### src/rtl/seq_alu.sv
// Sequential ALU with a valid/ready handshake on both sides.
// Shifts and multiply iterate one bit per cycle; everything else finishes in one cycle.
module seq_alu #(
    parameter int unsigned WIDTH = 8
) (
    input  logic             clk,
    input  logic             rst_n,
    input  logic             in_valid,
    output logic             in_ready,
    input  logic [WIDTH-1:0] a,
    input  logic [WIDTH-1:0] b,
    input  logic [3:0]       op_code,
    output logic             out_valid,
    input  logic             out_ready,
    output logic [WIDTH-1:0] result,
    output logic             carry,
    output logic             zero,
    output logic             err
);

    localparam int unsigned SHW = $clog2(WIDTH);
    localparam int unsigned CW  = SHW + 1;

    localparam logic [3:0] OP_ADD = 4'd0;
    localparam logic [3:0] OP_SUB = 4'd1;
    localparam logic [3:0] OP_SLL = 4'd2;
    localparam logic [3:0] OP_SRL = 4'd3;
    localparam logic [3:0] OP_AND = 4'd4;
    localparam logic [3:0] OP_OR  = 4'd5;
    localparam logic [3:0] OP_XOR = 4'd6;
    localparam logic [3:0] OP_EQL = 4'd7;
    localparam logic [3:0] OP_MUL = 4'd8;
    localparam logic [3:0] OP_SRA = 4'd9;

    typedef enum logic [1:0] {
        IDLE = 2'd0,
        BUSY = 2'd1,
        DONE = 2'd2
    } state_t;

    state_t           state, state_n;
    logic [3:0]       op_q, op_n;
    logic [WIDTH-1:0] work_q, work_n;      // shift operand, or multiplicand
    logic [WIDTH-1:0] mplier_q, mplier_n;  // remaining multiplier bits
    logic [WIDTH-1:0] acc_q, acc_n;        // partial product
    logic [CW-1:0]    cnt_q, cnt_n;        // iterations left in BUSY
    logic [WIDTH-1:0] result_n;
    logic             carry_n, zero_n, err_n;

    logic [SHW-1:0]   shamt;
    logic [WIDTH:0]   sum, diff;
    logic [WIDTH-1:0] fast_res;
    logic             fast_carry, fast_err, needs_busy;
    logic [WIDTH-1:0] acc_step, shifted;
    logic             shout;

    // Result of every op that completes in the acceptance cycle
    always_comb begin
        shamt      = b[SHW-1:0];
        sum        = {1'b0, a} + {1'b0, b};
        diff       = {1'b0, a} - {1'b0, b};
        fast_res   = '0;
        fast_carry = 1'b0;
        fast_err   = 1'b0;
        needs_busy = 1'b0;
        case (op_code)
            OP_ADD: begin
                fast_res   = sum[WIDTH-1:0];
                fast_carry = sum[WIDTH];
            end
            OP_SUB: begin
                fast_res   = diff[WIDTH-1:0];
                fast_carry = diff[WIDTH];
            end
            OP_SLL, OP_SRL, OP_SRA: begin
                fast_res   = a;
                needs_busy = (shamt != '0);
            end
            OP_AND: fast_res = a & b;
            OP_OR:  fast_res = a | b;
            OP_XOR: fast_res = a ^ b;
            OP_EQL: fast_res = WIDTH'(a == b);
            OP_MUL: needs_busy = 1'b1;
            default: fast_err = 1'b1;
        endcase
    end

    // One iteration step of the multi-cycle ops
    always_comb begin
        acc_step = acc_q + (mplier_q[0] ? work_q : '0);
        case (op_q)
            OP_SLL: begin
                shout   = work_q[WIDTH-1];
                shifted = {work_q[WIDTH-2:0], 1'b0};
            end
            OP_SRL: begin
                shout   = work_q[0];
                shifted = {1'b0, work_q[WIDTH-1:1]};
            end
            default: begin
                shout   = work_q[0];
                shifted = {work_q[WIDTH-1], work_q[WIDTH-1:1]};
            end
        endcase
    end

    // Next state and next datapath values
    always_comb begin
        state_n  = state;
        op_n     = op_q;
        work_n   = work_q;
        mplier_n = mplier_q;
        acc_n    = acc_q;
        cnt_n    = cnt_q;
        result_n = result;
        carry_n  = carry;
        zero_n   = zero;
        err_n    = err;
        case (state)
            IDLE: begin
                if (in_valid) begin
                    op_n = op_code;
                    if (needs_busy) begin
                        state_n  = BUSY;
                        work_n   = a;
                        mplier_n = b;
                        acc_n    = '0;
                        cnt_n    = (op_code == OP_MUL) ? CW'(WIDTH) : CW'(shamt);
                    end else begin
                        state_n  = DONE;
                        result_n = fast_res;
                        carry_n  = fast_carry;
                        zero_n   = (fast_res == '0);
                        err_n    = fast_err;
                    end
                end
            end
            BUSY: begin
                cnt_n = cnt_q - CW'(1);
                if (op_q == OP_MUL) begin
                    acc_n    = acc_step;
                    work_n   = {work_q[WIDTH-2:0], 1'b0};
                    mplier_n = {1'b0, mplier_q[WIDTH-1:1]};
                end else begin
                    work_n = shifted;
                end
                if (cnt_q == CW'(1)) begin
                    state_n  = DONE;
                    result_n = (op_q == OP_MUL) ? acc_step : shifted;
                    carry_n  = (op_q == OP_MUL) ? 1'b0 : shout;
                    zero_n   = (((op_q == OP_MUL) ? acc_step : shifted) == '0);
                    err_n    = 1'b0;
                end
            end
            DONE: begin
                if (out_ready) begin
                    state_n = IDLE;
                end
            end
            default: state_n = IDLE;
        endcase
    end

    // State, datapath and registered outputs
    always_ff @(posedge clk or negedge rst_n) begin
        if (!rst_n) begin
            state     <= IDLE;
            op_q      <= '0;
            work_q    <= '0;
            mplier_q  <= '0;
            acc_q     <= '0;
            cnt_q     <= '0;
            result    <= '0;
            carry     <= 1'b0;
            zero      <= 1'b0;
            err       <= 1'b0;
            in_ready  <= 1'b1;
            out_valid <= 1'b0;
        end else begin
            state     <= state_n;
            op_q      <= op_n;
            work_q    <= work_n;
            mplier_q  <= mplier_n;
            acc_q     <= acc_n;
            cnt_q     <= cnt_n;
            result    <= result_n;
            carry     <= carry_n;
            zero      <= zero_n;
            err       <= err_n;
            in_ready  <= (state_n == IDLE);
            out_valid <= (state_n == DONE);
        end
    end

endmodule
### config.mk
export PLATFORM = sky130hd
export DESIGN_NAME = seq_alu
export DESIGN_NICKNAME = d
export VERILOG_FILES = /design/src/rtl/seq_alu.sv
export SDC_FILE = /design/constraint.sdc
export NUM_CORES = 1
export LEC_CHECK = 0
export BUFFER_PORTS_ARGS = -buffer_cell sky130_fd_sc_hd__buf_2
export CAP_MARGIN = 10
export CORE_UTILIZATION = 45
export DETAILED_ROUTE_END_ITERATION = 6
export PLACE_DENSITY_LB_ADDON = 0.25
export SYNTH_ARGS = -nofsm -noshare
export SYNTH_HDL_FRONTEND = slang
export SYNTH_SLANG_ARGS = --single-unit
### constraint.sdc
create_clock -name clk -period 2.3 [get_ports clk]
set_input_delay 0.46 -clock clk [delete_from_list [all_inputs] [get_ports clk]]
set_output_delay 0.46 -clock clk [all_outputs]
set_load 0.01 [all_outputs]
# --- Yosys cells after proc, flatten, opt, wreduce, memory -nomap -nowiden ---
# Index checks and enable logic that the tools add are counted.
op_classes:
  n_addsub: 4
  mux: 46
  n_reduce_logical: 13
  bitwise: 3
  eq_ne: 22
op_table:
  columns: ["op", "count"]
  rows:
  - ["8-bit two-way mux", 14]
  - ["8-bit case mux with 2 select lines", 5]
  - ["8-bit case mux with 7 select lines", 1]
  - ["4-bit by 2-bit == test with 1-bit output (second input constant)", 4]
  - ["4-bit by 3-bit == test with 1-bit output (second input constant)", 4]
  - ["8-bit logical NOT", 2]
  - ["4-bit == test (second input constant)", 3]
  - ["1-bit two-way mux", 12]
  - ["4-bit two-way mux", 3]
  - ["2-bit != test (second input constant)", 5]
  - ["1-bit case mux with 2 select lines", 5]
  - ["10-bit OR reduction", 1]
  - ["8-bit by 8-bit adder with 9-bit output", 1]
  - ["8-bit by 8-bit subtractor with 9-bit output", 1]
  - ["8-bit adder", 1]
  - ["8-bit bitwise AND", 1]
  - ["4-bit by 1-bit == test with 1-bit output (second input constant)", 2]
  - ["8-bit == test", 1]
  - ["2-bit two-way mux", 4]
  - ["8-bit OR", 1]
  - ["4-bit case mux with 2 select lines", 1]
  - ["4-bit AND reduction", 2]
  - ["8-bit XOR", 1]
  - ["2-bit case mux with 3 select lines", 1]
  - ["other kinds (10)", 12]
word_totals:
  ff_bits: 47
  output_inout_bits: 13
  word_cells: 100
  in_bits: 24

# --- Logic depth before layout (Yosys ltp) ---
# Gate-level depths: netlist (run 1).
logic_depth:
  word_depth: 7
  mapped_depth: 10
  depth_no_buf: 10

# --- Worst setup path after synthesis (run 1) ---
# No wires, ideal clock.
synth_path:
  path_kind: "input port to flip-flop"
  from: "in a[0]"
  to: "reg zero"
  setup_slack_ns: -0.213
  t_arrival_ns: 2.389
  cell_stages: 10
  t_required_ns: 2.176
  n_path_buf: 0
  setup_time_ns: 0.124
  cell_sequence: "inv_1 > ha_1 > fa_1 > o21bai_1 > a21oi_1 > o31a_1 > o221a_2 > o21ai_0 > nor4_1 > a211o_1"
synth_between:
  elab_chain_len: 6
  elab_cells_between_ends: 11
  cone_classes: "add/sub (2); eq/ne (1); mux (4); bitwise (3); reduce/logical (1)"
synth_lines:
  columns: ["item", "line_no", "text"]
  rows:
  - ["start: declaration", "10", "input logic [WIDTH-1:0] a,"]
  - ["8-bit by 8-bit subtractor with 9-bit output, or another cell as far along", "61", "diff = {1'b0, a} - {1'b0, b};"]
  - ["8-bit case mux with 7 select lines *", "66", "case (op_code)"]
  - ["8-bit logical NOT *", "133", "zero_n = (fast_res == '0);"]
  - ["1-bit two-way mux *", "123", "if (needs_busy) begin"]
  - ["1-bit two-way mux *", "121", "if (in_valid) begin"]
  - ["1-bit case mux with 2 select lines *", "119", "case (state)"]
  - ["end signal: assignment", "188", "zero <= zero_n;"]
  - ["end: declaration", "17", "output logic zero,"]
# Mark *: on every way between the ends. The rest lies on a longest branch, timed or not. The select of a mux whose other input is x is not followed.
# A chain may end at the register's enable or synchronous reset.

# --- Final worst setup path (run 1) ---
layout_path:
  from: "reg mplier_q[0]"
  to: "reg zero"
layout_between:
  elab_chain_len: 6
layout_lines:
  columns: ["item", "line_no", "text"]
  rows:
  - ["start: declaration", "44", "logic [WIDTH-1:0] mplier_q, mplier_n;"]
  - ["start signal: assignment", "183", "mplier_q <= mplier_n;"]
  - ["8-bit two-way mux", "90", "acc_step = acc_q + (mplier_q[0] ? work_q : '0);"]
  - ["8-bit adder", "90", null]
  - ["8-bit two-way mux", "151", "zero_n = (((op_q == OP_MUL) ? acc_step : shifted) == '0);"]
  - ["8-bit logical NOT", "151", null]
  - ["1-bit two-way mux", "147", "if (cnt_q == CW'(1)) begin"]
  - ["1-bit case mux with 2 select lines", "119", null]
# No other way between the ends. The select of a mux whose other input is x is not followed.

==> results of run 1 <==
## layer usage
| metal | vias up | part of all wire | wire [µm] |
|---|---|---|---|
| met4 | 0 | 0.027 | 354 |
| met5 | - | 0 | 0 |
| li1 | 2092 | - | - |
| met1 | 2081 | 0.45 | 6020 |
| met2 | 165 | 0.47 | 6210 |
| met3 | 29 | 0.052 | 691 |
## cell usage in the layout, fill, tap and decap left out, drive strengths merged, types with 8 or more instances in the layout
cell	n
nand2b	8
o21ai	31
ha	33
nand2	48
nand3	21
a31oi	12
buf	169
a211oi	14
inv	28
nor2b	13
and2	9
a21oi	31
nor2	33
mux2i	19
dfrtp	46
## worst paths after layout
path / end / slack, ps / depth (start not counted)
worst max-delay path: zero / -120 / 10
worst max register to register: zero / -120 / 10
worst min register to register: result[3] / 500 / 1
worst min-delay path: acc_q[2] / 160 / 1
min in group clk: result[3] / 500 / 1
max in group asynchronous: result[1] / 1540 / 2
## metrics by stage
step	TNS, ps	std cells
finish	-144	744
global route	-384	744
CTS	-101	743
detailed placement	-2600	735
global placement	-2390	735
floorplan	-9.57	487
## cell families after synthesis
kind of cell	Yosys count
compound gates	151
xor+xnor	8
fa+ha+maj	36
buf+inv	56
flops	47
mux	22
simple gates	167
## final cells by class
cell class / count / area [µm²]
tap: 108 / 135
timing repair buffer: 169 / 1210
sequential: 47 / 1180
clock buffer: 6 / 82.6
fill: 731 / 3080
inverter: 28 / 118
multi-input combinational: 384 / 2900
clock inverter: 2 / 16.3
## synthesized netlist by cell type (all sizes together), types with 3 or more instances
cell / n / area, µm²
a211oi: 14 / 110
a21o: 5 / 37.5
a21oi: 31 / 155
a221o: 3 / 30.0
a221oi: 3 / 26.3
a22oi: 3 / 22.5
a31o: 5 / 43.8
a31oi: 12 / 75.1
a32oi: 3 / 26.3
and2: 9 / 56.3
and3: 3 / 18.8
buf: 12 / 66.3
clkbuf: 16 / 60.1
dfrtp: 46 / 1150
fa: 3 / 60.1
ha: 33 / 413
inv: 28 / 105
mux2: 3 / 33.8
mux2i: 19 / 190
nand2: 48 / 180
nand2b: 8 / 50.1
nand3: 21 / 105
nand4: 4 / 25.0
nor2: 33 / 124
nor2b: 13 / 81.3
nor3: 5 / 25.0
nor3b: 3 / 27.5
nor4: 7 / 56.3
o211ai: 5 / 37.5
o21a: 3 / 22.5
o21ai: 31 / 155
o21bai: 5 / 37.5
o221ai: 3 / 26.3
o22ai: 3 / 18.8
o311ai: 3 / 26.3
xnor2: 4 / 35.0
xor2: 4 / 35.0
## worst register-to-register path, stage by stage (launching register included)
cell      delay, ps
dfrtp_1         410
and2_4          170
ha_4            160
fa_2            410
a211oi_2        210
nor2_2          100
nor4_4          240
a31oi_4          60
a31o_4          250
nor4_4          220
a211o_1         130
## where the power goes
group          total [mW]  switching [mW]  internal (mW)  leakage, nW
Combinational        3.94            2.08           1.86         2.03
Clock               0.545           0.299          0.246       0.0474
Sequential           1.47           0.261           1.21        0.557
Total                5.95            2.64           3.31         2.63
## what timing repair did
| item | CTS | global route |
|---|---|---|
| buffers inserted | 0 | 1 |
| pin swaps | 7 | 30 |
| resized for setup | 15 | 26 |
| setup endpoints to repair | 6 | 7 |
| cloned | 0 | 0 |
## state kept, by name, indices dropped and copies added, names as in the netlist
name	cells
carry	1
op_q	4
out_valid	1
in_ready	1
state	2
work_q	8
zero	1
result	8
cnt_q	4
acc_q	8
err	1
mplier_q	8
==> impl_metrics.yaml, run 1 <==
synth:
  ys.flop_type: "dfrtp_1"
  async_reset_ff_frac: 1.00
  synth_edf_count: 0
  synthSimpleGateAreaFrac: 0.214
  synthAdderAreaFrac: 0.116
  synthMuxAreaShare: 0.0550
  synth_nets: 547
  post_synth_xor_area_fraction: 0.0172
  synth_seq_cells: 47
  synth.distinct_cells: 66
  synth_compound_area_frac: 0.252
  synth_warnings: 0
  synth_area_um2: 4070
  synth_cells: 487
  postSynthAreaPerCell_um2: 8.36
  synth_top_family_by_area: "compound AO/OA/AOI/OAI gates"
  synth_seq_area_share: 0.289
global_routing:
  grt_pass1_wl_mm: 21.6
  grt_antenna_before_repair: 0
  globalRouteTotalUtil: 0.286
  grt_max_degree: 29
  met1_usage: 0.394
  use_met2: 0.475
  grt_pass1_vias: 4272
  grtUsageMet3: 0.0266
  gr-total-overflow: 0
  grt-busiest-layer: "met2"
critical_path:
  worstReg2RegStart: "mplier_q[0]"
  cp-start-kind: "flip-flop"
  crit_top_cell: "nor4_4"
  worstPathRequired_ps: 2550
  crit_chain: "and2_4 > ha_4 > fa_2 > a211oi_2 > nor2_2 > nor4_4 > a31oi_4 > a31o_4 > nor4_4 > a211o_1"
  slowest_stage: "dfrtp_1"
  crit_path_max_incr_delay_ps: 410
  cp_max_fo: 4
  cp-end-kind: "flip-flop"
  worst_ep_arrival_time_ps: 2670
  worst-path-buf-inv: 0
  crit_family: "simple AND/OR/NAND/NOR gates"
  criticalPathCategory: "flip-flop to flip-flop"
  cp-startpoint: "mplier_q[0]"
status:
  outcome: "finished with violations"
  violations: "setup timing"
timing:
  whs_ps: 159
  rsz0062_at_grt: "true"
  drv_slew: 0
  setup_viol: 2
  finalCriticalPeriod_ps: 2420
  worstMarginPinSlew_ps: 620
  fmax_ghz: 0.414
  finalHoldViolations: 0
  finalCritPeriodShare: 1.05
  maxSlewHeadroom: 0.587
  finClkSkew_ps: 4.93
  setup_slack_ps: -118
power_and_ir_drop:
  power_mw: 5.95
  leakage_nw: 2.63
  power.density_nw_per_um2: 1060
  ir_worst_vdd_mv: 0.400
placed_design:
  place_hpwl_mm: 10.4
  io_buffers: 36
  postPlaceCellArea_um2: 5330
  place_ws_ps: -417
  routabilityCongestion: 0.976
detailed_routing:
  drc: 0
  wl_mm: 13.3
  avgViaCountPerCell: 5.87
  vias: 4367
  drt_pass1_iterations: 5
  drt_iter0_markers: 339
  drtAntennaViolNets: 0
  wire_per_inst_um: 17.8
floorplan:
  dieArea_um2: 9430
  die_h_um: 97.1
  row_count: 34
  ios: 37
  initial_utilization: 0.467
  die_w_um: 97.1
  coreArea_um2: 8720
clocking:
  cts_tree: "built"
  h-tree-depth: 2
  max-clock-path-buffers: 2
  postCtsHoldBufs: 0
  numCtsBuffers: 5
  clock-root-buffer: "clkbuf_8"
  clk_pin_slew_ps: 90
  clk-insertion-delay-late_ps: 300
  clkSinkCount: 47
finish:
  drive_gt1_frac: 0.366
  fin_area_um2: 5640
  antenna_cells: 0
  fin_util: 0.647
  fin_nets: 695
  area_delta_synth_final_pct: 38.5
min_path:
  hp-class: "input pin to async pin"
run:
  maxCapViolations: 0
Note: power is estimated with default switching activity, not from simulation.
==> run 2, diff against run 1 <==
--- a/config.mk
+++ b/config.mk
@@ -5,8 +5,10 @@
 export SDC_FILE = /design/constraint.sdc
 export NUM_CORES = 1
 export LEC_CHECK = 0
+export ABC_AREA = 1
 export BUFFER_PORTS_ARGS = -buffer_cell sky130_fd_sc_hd__buf_2
 export CAP_MARGIN = 10
+export CORE_MARGIN = 2
 export CORE_UTILIZATION = 45
 export DETAILED_ROUTE_END_ITERATION = 6
 export PLACE_DENSITY_LB_ADDON = 0.25
==> impl_metrics.yaml, run 2 <==
synth:
  ys.flop_type: "dfrtp_1"
  synth_edf_count: 0
  synth_warnings: 0
  synth_seq_cells: 47
  synth_common_cells: "168 x nand2_1, 97 x inv_1, 56 x nand3_1, 53 x nor2_1, 46 x dfrtp_1"
  synth_area_um2: 4260
  synth.most_common_cell: "nand2_1"
  async_reset_ff_frac: 1.00
  synth_nets: 691
  synth.distinct_cells: 44
  synth_top_area_cell: "dfrtp_1"
  synth_area_leaders: "dfrtp_1 27%, nand2_1 15%, ha_1 9.7%"
  postSynthAreaPerCell_um2: 6.75
  synth_seq_area_share: 0.277
  netlist.area_leader.share: 0.270
  synth_cells: 631
detailed_routing:
  wl_met1_mm: 5.26
  met3RoutedLength_um: 379
  avgViaCountPerCell: 5.38
  drtAntennaViolNets: 0
  wl_mm: 12.1
  wire_per_inst_um: 15.3
  dr_wl_met2_mm: 6.08
  top_layer: "met4"
  drt_pass1_iterations: 7
  vias: 4264
  drt_iter0_markers: 262
  drc: 0
clocking:
  numCtsBuffers: 5
  max-clock-path-buffers: 2
  h-tree-depth: 2
  clkSinkCount: 47
  cts_tree: "built"
  clk_pin_slew_ps: 90
  clock-root-buffer: "clkbuf_8"
  postCtsHoldBufs: 0
  clk-insertion-delay-late_ps: 300
critical_path:
  regToRegSetupSlack_ps: 160
  cp-end-kind: "flip-flop"
  crit_top_cell: "nand2_1"
  ff2ff_path_depth: 12
  slowest_stage: "dfrtp_2"
  worst_ep_arrival_time_ps: 2320
  worstPathRequired_ps: 2480
  criticalPathCategory: "flip-flop to flip-flop"
  worstReg2RegStart: "mplier_q[0]"
  worstReg2RegEnd: "result[6]"
  crit_family: "simple AND/OR/NAND/NOR gates"
  cp-start-kind: "flip-flop"
  crit_path_max_incr_delay_ps: 450
  worst-path-buf-inv: 2
  crit_chain: "buf_4 > nand2_1 > inv_1 > ha_4 > nand2_1 > or2_2 > nand4_1 > nand3_1 > nand2_1 > nor2_1 > a21oi_1 > o21ai_2"
  cp_max_fo: 5
timing:
  finClkSkew_ps: 12.8
  maxSlewHeadroom: 0.578
  worstMarginPinSlew_ps: 632
  drv_slew: 0
  rsz0062_at_grt: "false"
  fmax_ghz: 0.467
  setup_viol: 0
  fin_setup_tns_ps: 0
  finalCriticalPeriod_ps: 2140
  finalHoldViolations: 0
  finalCritPeriodShare: 0.930
floorplan:
  row_count: 35
  initial_utilization: 0.463
  die_w_um: 101
  coreArea_um2: 9200
  die_h_um: 101
  ios: 37
  dieArea_um2: 10300
finish:
  final_cell_mix: "168 x nand2_1, 97 x inv_1, 56 x nand3_1"
  multi_input_area_um2: 2610
  register_area_um2: 1180
  drive_gt1_frac: 0.164
  nFillCells: 960
  area_delta_synth_final_pct: 12.7
  fin_nets: 741
  fin_area_um2: 4800
  final_common_cell: "nand2_1"
  antenna_cells: 0
global_routing:
  grt_pass1_vias: 4201
  grt_max_degree: 48
  globalRouteTotalUtil: 0.249
  grt_antenna_before_repair: 0
  gr-total-overflow: 0
  grt_pass1_wl_mm: 20.1
placed_design:
  place_hpwl_mm: 9.71
  postPlaceCellArea_um2: 4650
  io_buffers: 36
  routabilityCongestion: 0.934
min_path:
  hp-class: "input pin to async pin"
status:
  outcome: "complete, no violations"
run:
  maxCapViolations: 0
power_and_ir_drop:
  leakage_nw: 2.55
  ir_worst_vdd_mv: 0.340
  power.density_nw_per_um2: 1000
run 2: cell count changes after synthesis, sizes merged, moves of 9 or more:
cell	change
nand2	+130
a31oi	-9
nor2	+27
nand4	+9
a211oi	-14
mux2i	-19
o21ai	+11
clkbuf	-9
nor2b	-13
inv	+74
and2	-9
nand3	+36
run 2: power by group:
part	internal [mW]	switching, mW
sequential	1.22	0.280
clock	0.352	0.283
combinational	0.996	1.68
run 2: cell type report:
type,instances,area share
inverters,102,0.0809
clock buffers,6,0.0172
well taps,111,0.0290
flip-flops and latches,47,0.246
multi-input cells,464,0.543
clock inverters,2,0.00730
repair buffers,61,0.0767
run 2: stage by stage:
stage	util	std cells	worst slack [ps]	hold WS, ps	power, mW
after detailed placement	0.505	785	19.9	466	4.11
after global routing	0.522	793	2.24	307	5.28
after floorplan	-	631	312	164	3.43
after CTS	0.518	793	109	273	4.76
after global placement	0.505	785	54.5	463	4.06
final	0.522	793	161	263	4.81
run 2: logic make-up after synthesis:
logic type      synth area share
fa+ha+maj                  0.111
simple gates               0.334
flops                      0.277
compound gates             0.154
xor+xnor                 0.00617
buf+inv                    0.118
run 2: layer usage:
metal	track usage	up-vias
li1	-	2151
met1	0.314	1982
met2	0.444	106
met3	0.0193	25
met4	0.0946	0
met5	0	-
run 2: how the worst max path moves through the flow:
| stage | start | end | slack, ps | depth (start not counted) |
|---|---|---|---|---|
| 2_1_floorplan | a[0] | zero | 310 | 16 |
| 3_3_place_gp | a[0] | zero | 50 | 17 |
| 3_5_place_dp | a[0] | zero | 20 | 17 |
| 4_1_cts | mplier_q[0] | result[6] | 110 | 12 |
| 5_1_grt | mplier_q[0] | zero | 2 | 15 |
| 6_report | mplier_q[0] | result[6] | 160 | 12 |
run 2: timing repair:
item,CTS,global route
endpoints found under the setup margin,0,2
buffers inserted,0,0
resized for setup,0,6
==> run 3, diff against run 2 <==
--- a/config.mk
+++ b/config.mk
@@ -10,7 +10,9 @@
 export CAP_MARGIN = 10
 export CORE_MARGIN = 2
 export CORE_UTILIZATION = 45
+export CTS_BUF_LIST = sky130_fd_sc_hd__clkbuf_4
 export DETAILED_ROUTE_END_ITERATION = 6
+export HOLD_SLACK_MARGIN = 0.08
 export PLACE_DENSITY_LB_ADDON = 0.25
 export SYNTH_ARGS = -nofsm -noshare
 export SYNTH_HDL_FRONTEND = slang
==> impl_metrics.yaml, run 3 (synthesized netlist as in run 2, its figures left out) <==
global_routing:
  gr-total-overflow: 0
  globalRouteTotalUtil: 0.249
  grt_antenna_before_repair: 0
  grt_pass1_wl_mm: 20.1
  grt_pass1_vias: 4206
  grt_max_degree: 48
clocking:
  clkSinkCount: 47
  clk_pin_slew_ps: 150
  h-tree-depth: 2
  max-clock-path-buffers: 2
  postCtsHoldBufs: 0
  numCtsBuffers: 5
  clk-insertion-delay-late_ps: 360
  cts_setup_buffers: 0
  clock-root-buffer: "clkbuf_4"
  cts_tree: "built"
critical_path:
  cp-startpoint: "mplier_q[0]"
  slowest_stage: "dfrtp_2"
  crit_top_cell: "nand2_1"
  cp-start-kind: "flip-flop"
  regToRegSetupSlack_ps: 160
  crit_path_max_incr_delay_ps: 470
  worstReg2RegEnd: "result[6]"
  criticalPathCategory: "flip-flop to flip-flop"
  worstReg2RegStart: "mplier_q[0]"
  cp_max_fo: 5
  crit_chain: "buf_4 > nand2_1 > inv_1 > ha_4 > nand2_1 > or2_2 > nand4_1 > nand3_1 > nand2_1 > nor2_1 > a21oi_1 > o21ai_2"
  cp-end-kind: "flip-flop"
  worstPathRequired_ps: 2560
  ff2ff_path_depth: 12
  worst_ep_arrival_time_ps: 2390
timing:
  fin_setup_tns_ps: 0
  finalCriticalPeriod_ps: 2140
  worstMarginPinSlew_ps: 632
  finalCritPeriodShare: 0.928
  finalHoldViolations: 0
  finClkSkew_ps: 16.5
  fmax_ghz: 0.468
  maxSlewHeadroom: 0.579
  setup_viol: 0
  drv_slew: 0
  rsz0062_at_grt: "false"
placed_design:
  placed_cells: 785
  routabilityCongestion: 0.934
  io_buffers: 36
  place_hpwl_mm: 9.71
detailed_routing:
  drtAntennaViolNets: 0
  drt_iter0_markers: 256
  wire_per_inst_um: 15.3
  wl_mm: 12.1
  avgViaCountPerCell: 5.41
  vias: 4294
  drt_pass1_iterations: 5
  drc: 0
power_and_ir_drop:
  ir_worst_vdd_mv: 0.332
  leakage_nw: 2.54
  power.density_nw_per_um2: 982
floorplan:
  die_h_um: 101
  ios: 37
  die_w_um: 101
  initial_utilization: 0.463
  row_count: 35
  coreArea_um2: 9200
  dieArea_um2: 10300
finish:
  final_cell_mix: "168 x nand2_1, 97 x inv_1, 55 x nand3_1"
  fin_nets: 741
  area_delta_synth_final_pct: 11.8
  final_common_cell: "nand2_1"
  fin_cells: 793
  drive_gt1_frac: 0.164
  antenna_cells: 0
  multi_input_area_um2: 2610
  register_area_um2: 1180
  nFillCells: 966
min_path:
  hp-class: "input pin to async pin"
status:
  outcome: "complete, no violations"
run:
  maxCapViolations: 0
-- run 3: cell types whose count changed in the layout (fill, tap and decap cells not counted) --
cell      change
clkbuf_8      -6
clkbuf_4      +5
clkinv_1      +1
nand3_1       -1
nand3_2       +1
-- run 3: what timing repair did --
action | CTS | global route
gates resized for setup | 0 | 7
setup endpoints to repair | 0 | 2
hold endpoints to repair | 0 | 0
-- run 3: final cells by class --
cell class / instances / share of cell area
clock buffer: 5 / 0.00788
clock inverter: 3 / 0.00815
inverter: 102 / 0.0815
multi-input combinational: 464 / 0.548
sequential: 47 / 0.248
tap: 111 / 0.0292
timing repair buffer: 61 / 0.0773
-- run 3: how the worst max path moves through the flow --
| stage | end |
|---|---|
| after floorplan | zero |
| after global placement | zero |
| after detailed placement | zero |
| after CTS | zero |
| after global routing | zero |
| final | result[6] |
-- run 3: layer usage --
layer,vias up,GRT usage,share of wire
met1,2008,0.314,0.43
met4,0,0.0967,0.036
met2,107,0.442,0.50
li1,2153,-,-
met5,-,0,0
met3,26,0.0193,0.033
-- run 3: report_power, final --
part,internal [mW],total (mW),switching (mW)
Clock,0.224,0.498,0.274
Sequential,1.21,1.49,0.280
Combinational,0.997,2.68,1.69
Total,2.43,4.68,2.24
-- run 3: through the flow --
| stage | setup slack (ps) | instance area, µm² | hold WS [ps] | utilization | power [mW] |
|---|---|---|---|---|---|
| 2_1_floorplan | 312 | 4260 | 164 | - | 3.43 |
| 3_3_place_gp | 54.5 | 4650 | 463 | 0.505 | 4.06 |
| 3_5_place_dp | 19.9 | 4650 | 466 | 0.505 | 4.11 |
| 4_1_cts | 108 | 4720 | 189 | 0.514 | 4.61 |
| 5_1_grt | 12.8 | 4760 | 220 | 0.518 | 5.14 |
| 6_report | 165 | 4760 | 181 | 0.518 | 4.68 |
-- run 3: worst max-delay path, delay by kind of cell, from the launching register on --
family,cells,cell delay (ps)
and+or+nand+nor,7,810
DFF,1,470
adders and majority gates,1,300
buffers and inverters,2,230
AOI/OAI and AO/OA,2,220
